File: src/rtl/lzc_seq.sv
// Sequential trailing/leading zero counter: scans CHUNK bits per cycle, result in cycle k_hit+2 (all-zero: NUM_CHUNKS+1).
// One op in flight; ready_o only in IDLE, result held until valid_o & ready_i. Macro LZC_SEQ_FIXED_LATENCY_EN forces full-length scans.
module lzc_seq #(
  parameter int WIDTH = 64,
  parameter int CHUNK = 16,
  parameter int MODE  = 0,
  localparam int NUM_CHUNKS = (WIDTH + CHUNK - 1) / CHUNK,
  localparam int CNT_W      = (WIDTH > 1) ? $clog2(WIDTH) : 1,
  localparam int IDX_W      = (NUM_CHUNKS > 1) ? $clog2(NUM_CHUNKS) : 1
) (
  input  logic             clk_i,
  input  logic             rst_i,
  input  logic             valid_i,
  output logic             ready_o,
  input  logic [WIDTH-1:0] data_i,
  output logic             valid_o,
  input  logic             ready_i,
  output logic [CNT_W-1:0] cnt_o,
  output logic             empty_o
);

  localparam int PAD_W = NUM_CHUNKS * CHUNK;
  localparam logic [IDX_W-1:0] LAST_K = IDX_W'(NUM_CHUNKS - 1);

  typedef enum logic [1:0] {IDLE, SCAN, DONE} state_t;

  state_t           state, state_nxt;
  logic [PAD_W-1:0] tmp, ordered;
  logic [IDX_W-1:0] k;
  logic [CHUNK-1:0] slice;
  logic [CNT_W-1:0] loc, base, hit_cnt, cnt_r;
  logic             slice_nz, last, scan_stop, hit, empty_r;

  // Reorder so the scan always walks toward increasing index; padding stays zero.
  always_comb begin
    ordered = '0;
    for (int i = 0; i < WIDTH; i++) begin
      ordered[i] = (MODE != 0) ? data_i[WIDTH-1-i] : data_i[i];
    end
  end

  always_comb begin
    slice = tmp[int'(k)*CHUNK +: CHUNK];
    loc   = '0;
    for (int i = CHUNK - 1; i >= 0; i--) begin
      if (slice[i]) loc = CNT_W'(i);
    end
  end

  assign slice_nz = |slice;
  assign last     = (k == LAST_K);
  assign base     = CNT_W'(int'(k) * CHUNK);
  assign hit_cnt  = base + loc;

`ifdef LZC_SEQ_FIXED_LATENCY_EN
  assign scan_stop = last;
`else
  assign scan_stop = last | slice_nz;
`endif

  always_comb begin
    state_nxt = state;
    case (state)
      IDLE:    if (valid_i)   state_nxt = SCAN;
      SCAN:    if (scan_stop) state_nxt = DONE;
      DONE:    if (ready_i)   state_nxt = IDLE;
      default:                state_nxt = IDLE;
    endcase
  end

  always_ff @(posedge clk_i) begin
    if (rst_i) begin
      state   <= IDLE;
      k       <= '0;
      cnt_r   <= '0;
      empty_r <= 1'b0;
      hit     <= 1'b0;
    end else begin
      state <= state_nxt;
      case (state)
        IDLE: begin
          if (valid_i) begin
            k     <= '0;
            hit   <= 1'b0;
            cnt_r <= '0;
          end
        end
        SCAN: begin
          // Only the first non-zero slice sets the result.
          if (slice_nz && !hit) begin
            cnt_r <= hit_cnt;
            hit   <= 1'b1;
          end
          if (scan_stop) empty_r <= !(hit || slice_nz);
          else           k       <= k + IDX_W'(1);
        end
        default: ;
      endcase
    end
  end

  // Operand register is deliberately left untouched by reset.
  always_ff @(posedge clk_i) begin
    if (state == IDLE && valid_i) tmp <= ordered;
  end

  assign ready_o = (state == IDLE);
  assign valid_o = (state == DONE);
  assign cnt_o   = cnt_r;
  assign empty_o = empty_r;

`ifndef SYNTHESIS
  if (WIDTH < 1 || CHUNK < 1 || CHUNK > WIDTH || (MODE != 0 && MODE != 1)) begin : g_param_check
    $error("lzc_seq: illegal WIDTH/CHUNK/MODE");
  end

  a_hold_stable: assert property (@(posedge clk_i) disable iff (rst_i)
    (valid_o && !ready_i) |=> ($stable(cnt_o) && $stable(empty_o)));
`endif

endmodule

File: config.mk
export PLATFORM = sky130hd
export DESIGN_NAME = lzc_seq
export DESIGN_NICKNAME = d
export VERILOG_FILES = /design/src/rtl/lzc_seq.sv
export SDC_FILE = /design/constraint.sdc
export NUM_CORES = 1
export LEC_CHECK = 0
export BUFFER_PORTS_ARGS = -buffer_cell sky130_fd_sc_hd__buf_2
export CELL_PAD_IN_SITES_DETAIL_PLACEMENT = 1
export CELL_PAD_IN_SITES_GLOBAL_PLACEMENT = 1
export CORE_AREA = 2 2 86 88
export CTS_BUF_LIST = sky130_fd_sc_hd__clkbuf_16
export CTS_CLUSTER_DIAMETER = 30
export DETAILED_ROUTE_END_ITERATION = 6
export DIE_AREA = 0 0 88 90
export GPL_TIMING_DRIVEN = 0
export PLACE_DENSITY = 0.77
export SETUP_SLACK_MARGIN = 0.5
export SLEW_MARGIN = 20
export SYNTH_ARGS = -nofsm -noshare
export SYNTH_HDL_FRONTEND = slang
export SYNTH_SLANG_ARGS = --single-unit
File: constraint.sdc
create_clock -name clk_i -period 4.3 [get_ports clk_i]
set_clock_uncertainty 0.1 [all_clocks]
set_input_delay 0.215 -clock clk_i [delete_from_list [all_inputs] [get_ports clk_i]]
set_output_delay 0.215 -clock clk_i [all_outputs]
set_load 0.005 [all_outputs]
---- After elaboration in Yosys (flattened, before gate mapping) ----
Cells that the tools add are included.
storage, ports and cells
  output and inout bits ................... 9
  memories ................................ 0
  memory bits (writable) .................. 0
  logic and storage cells ................. 59
  input bits .............................. 68
  bits in read-only memories .............. 0
  flip-flop bits (word level) ............. 76
  bits in latches ......................... 0
operators by class
  bitwise logic cells ..................... 1
  divide/modulo/power cells ............... 0
  multipliers ............................. 0
  reduce and logical (&&, ||, !) cells .... 12
  order comparisons ....................... 0
  shifts and indexed selects .............. 1
  $add $sub $neg .......................... 2
  multiplexer cells ....................... 29
  equality and inequality tests ........... 8
operators with widths
  kind                                                                      count
  6-bit two-way mux                                                         17
  64-bit by 7-bit indexed part select with 16-bit output                    1
  16-bit OR reduction                                                       1
  6-bit one-hot mux with 2 select lines                                     1
  2-bit two-way mux                                                         5
  3-bit AND reduction                                                       3
  2-bit inequality test (second input constant)                             4
  6-bit adder                                                               1
  2-bit one-hot mux with 3 select lines                                     1
  2-bit == test (second input constant)                                     2
  4-bit two-way mux                                                         1
  2-bit one-hot mux with 2 select lines                                     1
  2-bit by 1-bit adder with 2-bit output (second input constant)            1
  2-bit by 1-bit == test with 1-bit output (second input constant)          1
  1-bit logical AND                                                         2
  1-bit zero test                                                           2
  2-bit zero test                                                           1
  1-bit two-way mux                                                         2
  2-bit by 1-bit inequality test with 1-bit output (second input constant)  1
  1-bit one-hot mux with 2 select lines                                     1
  2-bit AND reduction                                                       1
  2-bit nonzero test                                                        1
  1-bit logical OR                                                          1
  1-bit OR                                                                  1

---- Longest topological paths before layout ----
  depth after elaboration ................. 20
  depth in mapped cells ................... 7
  mapped depth without buffers ............ 6

---- Least setup slack after synthesis ----
OpenSTA, ideal clock, no wires.
  path type ............................... flip-flop to flip-flop
  from .................................... reg k[1]
  to ...................................... reg k[0]
  stages on the path, launching flop included .. 8
  required time ........................... 4.130 ns
  slack ................................... 1.673 ns
  library setup time ...................... 0.070 ns
  clock period less this slack ............ 2.627 ns
  arrival ................................. 2.457 ns
  path buffers ............................ 2
  cells stage by stage .................... dfxtp_1 -> buf_2 -> clkbuf_1 -> mux4_2 -> nor4_2 -> nand4b_4 -> or4_1 -> a21oi_1
between the ends
  longest elaborated chain between the ends .. 5
  elaborated cells between the ends (all ways) .. 6
  classes of those cells .................. eq/ne (2); shift (1); bitwise (1); reduce/logical (2)
RTL lines
  element                                                 RTL line  RTL
  from (decl)                                             29        logic [IDX_W-1:0] k;
  from (signal assigned)                                  95        else k <= k + IDX_W'(1);
  64-bit by 7-bit indexed part select with 16-bit output  43        slice = tmp[int'(k)*CHUNK +: CHUNK];
  16-bit OR reduction                                     50        assign slice_nz = |slice;
  1-bit OR (*)                                            58        assign scan_stop = last | slice_nz;
  2-bit inequality test (no line) (*)                     --
  3-bit AND reduction (no line) (*)                       --
Mark *: on every way between the ends. The rest lies on a longest branch, timed or not.
A chain may end at the register's enable or synchronous reset.

---- Worst setup path in the final report ----
Same ends and word-level chain as after synthesis.

==> summary.md <==
| Metric | Value |
|---|---|
| Clk slew on worst S/H paths | `roughly 0.060 ns` |
| DP Wirelength | `~4.7 mm` |
| Starting density of the core | `43.33%` |
| Crit path launch | `k[1]` |
| TritonCTS clock tree | `built` |
| Rel. slew slack | `53.78%` |
| # DRC | `0` |
| Routed via count | `~2200` |
| Pwr Density | `399.2 nW/um2` |
| I/O Pins | `77` |
| Die width | `88 um` |
| Cell count after synthesis | `172` |
| Worst r2r src | `k[1]` |
| Area Overhead vs Synth | `48.13%` |
| # diodes | `0` |
| Synth Area in Compound Gates | `between 5 and 6%` |
| Syn Nets | `approximately 240` |
| CP Capture Type | `flip-flop` |
| CTS resizes | `0` |
| Row count | `31` |
| Final hold vios | `0` |
| Max-cap violation count | `0` |
| Drt total wl | `8.880 mm` |
| Wirelength per Cell | `20.80 um` |
| Post-Synth Adder-Cell Area | `0.4114%` |
| Fin nets | `392` |
| Yosys warning count | `0` |
| Multiplexer share of the synthesized area | `13.16%` |
| Leak pwr | `1.724 nW` |
| Post-synthesis simple-gate area fraction | `8.680%` |
| Port Buffers | `75` |
| Gr ovfl total | `0` |
| Die area | `7920 um2` |
| Placer Congestion | `0.6912` |
| First-pass GRT wire length | `14.17 mm` |
| Antenna violations before repair | `0` |
| Number of CTS-inserted buffers | `9` |
| Detailed Route Iter0 Violations | `between 100 and 150` |
| Hold Buf Count CTS | `64` |
| Status | `complete, no violations` |
| RSZ-0062 raised after global routing | `false` |
| Yosys reg bits | `76` |
| Tmin final | `approximately 3.3 ns` |
| GRT Total Usage | `25.18%` |
| Core ar. | `roughly 7000 um2` |
| Post-DP Area | `approximately 3600 um2` |
| H-tree depth | `3` |
| Post-synth cell types | `36` |
| Final setup viols | `0` |
| Root buffer cell | `clkbuf_16` |
| Design area | `4506 um2` |
| Worst Path Required | `4.46 ns` |
| Die height | `approximately 90 um` |
| Maximum clock frequency | `just over 300 MHz` |
| FF-to-FF path depth | `7` |
| Sequential area share after synthesis | `a little over 70%` |
| HP Class | `input port to flip-flop` |
| Tcrit/Tclk final | `75.61%` |
| Layout cells sized above 1 | `35.06%` |
| Number of global-route vias before repair | `2467` |
| Syn avg cell area | `17.68 um2` |
| CP max FO | `10` |
| Worst reg2reg setup slack | `1.05 ns` |
| 1st-pass router iterations | `4` |
| Post-Route Setup TNS | `0 ns` |
| Clock Path Buffers | `2` |
| DRT antenna net count | `0` |
| Mapped Area | `3042 um2` |
| Worst path arrival time | `approximately 3.4 ns` |
| Measured slew at the worst slew-check pin | `0.6932 ns` |
| CP Launch Type | `flip-flop` |
| Vias/cell | `5.117` |
| Crit path kind | `flip-flop to flip-flop` |
| CP endpoint | `k[0]` |
| Synth Area in XOR/XNOR | `0%` |
| Peak supply drop | `0.0003512 V` |
| Hold Path Depth | `3` |
| Fin. max-slew vios | `0` |
| Largest family of logic cells by synthesized area | `multiplexers` |
| Worst-skew pair later-pin latency | `between 0.3 and 0.4 ns` |
| Post-CTS setup buffers | `0` |
| Largest net degree at the start of global routing | `46` |
| Worst reg2reg path endpoint | `k[0]` |
| Clock sink total | `76` |
-- registers in the layout, summed over array words and instances, names as in the netlist --
| signal | count |
|---|---|
| state | 2 |
| tmp | 64 |
| empty_o | 1 |
| hit | 1 |
| cnt_o | 6 |
| k | 2 |
-- Yosys cell counts (all sizes together) --
cell type  count  area share, %
edfxtp        64             63
mux4          16             12
dfxtp         12            7.9
nand2         11            1.4
nor2          10            1.2
a21oi          5           0.82
mux2i          4            1.3
nand2b         4           0.82
o21ai          4           0.66
a211o          3           0.86
buf            3           0.90
clkbuf         3           0.37
inv            3           0.37
nand3          3           0.49
nor2b          3           0.62
nor4           3            1.2
a31o           2           0.58
nand4b         2            1.1
o311ai         2           0.58
or3            2           0.41
or4            2           0.49
a2111oi        1           0.29
a211oi         1           0.25
a21o           1           0.25
a311oi         1           0.29
and2           1           0.21
and4           1           0.29
ha             1           0.41
nand3b         1           0.25
nand4          1           0.21
o21bai         1           0.25
o22ai          1           0.21
-- where the power goes --
group / switching [mW] / total (mW) / internal (mW)
combinational: 0.0726 / 0.158 / 0.0855
sequential: 0.0168 / 0.869 / 0.852
clock: 0.318 / 0.771 / 0.454
-- logic make-up after synthesis --
kind of cell / Yosys count
AOI/OAI and AO/OA: 22
muxes: 20
buffers and inverters: 9
adders and majority gates: 1
DFF: 76
and+or+nand+nor: 44
-- cell type report --
| class | count | area, um2 |
|---|---|---|
| Buffer | 6 | 38.79 |
| Multi-Input combinational cell | 87 | 829.5 |
| Fill cell | 661 | 2515 |
| Inverter | 3 | 13.76 |
| Timing Repair Buffer | 140 | 1036 |
| Tap cell | 99 | 123.9 |
| Clock inverter | 7 | 76.32 |
| Sequential cell | 76 | 2162 |
| Clock buffer | 9 | 225.2 |
-- worst max-delay path, stage by stage (launching register included) --
cell and delay, ns:
dfxtp_1 0.33, buf_2 0.25, clkbuf_1 0.57, mux4_2 0.45, nor4_2 0.51, nand4b_4 0.28, or4_1 0.53, a21oi_1 0.16
-- through the flow --
stage / hold slack, ns / worst slack (ns) / std cells / total power, mW / utilization (%)
after CTS: 0.04715 / 1.060 / 427 / 1.785 / 64.18
after global placement: 0.2927 / 1.129 / 346 / 0.9765 / 50.44
after detailed placement: 0.2934 / 1.112 / 347 / 0.9867 / 50.76
after floorplan: 0.2139 / 1.673 / 172 / 0.9294 / -
final: 0.04420 / 1.049 / 427 / 1.798 / 64.18
after global routing: 0.05480 / 0.8750 / 427 / 1.860 / 64.18
-- worst min path at each step --
stage                           from        to  slack (ns)
final                        ready_i  state[1]        0.04
after global routing         ready_i  state[1]        0.05
after CTS                    ready_i  state[1]        0.05
after detailed placement  data_i[61]   tmp[61]        0.29
after global placement    data_i[51]   tmp[51]        0.29
after floorplan            data_i[0]    tmp[0]        0.21
-- layer usage --
| layer | part of all wire [%] | global-route usage [%] |
|---|---|---|
| met1 | 41 | 32.21 |
| met2 | 51 | 40.47 |
| met5 | 0 | 0 |
| met4 | 2.5 | 7.949 |
| met3 | 5.2 | 8.264 |
-- placed cells by master (no fill, tap or decap), types with 3 or more instances in the layout --
master and instances:
dfxtp_1 12, nand2b_1 4, buf_2 76, clkbuf_1 3, dlygate4sd3_1 64, clkbuf_16 9, mux4_2 16, nor4_2 3
a21oi_1 5, inv_1 3, nand2_1 11, nand3_1 3, edfxtp_1 64, a211o_1 3, mux2i_1 4, nor2_1 10
nor2b_1 3
Note: power is estimated with default switching activity, not from simulation.
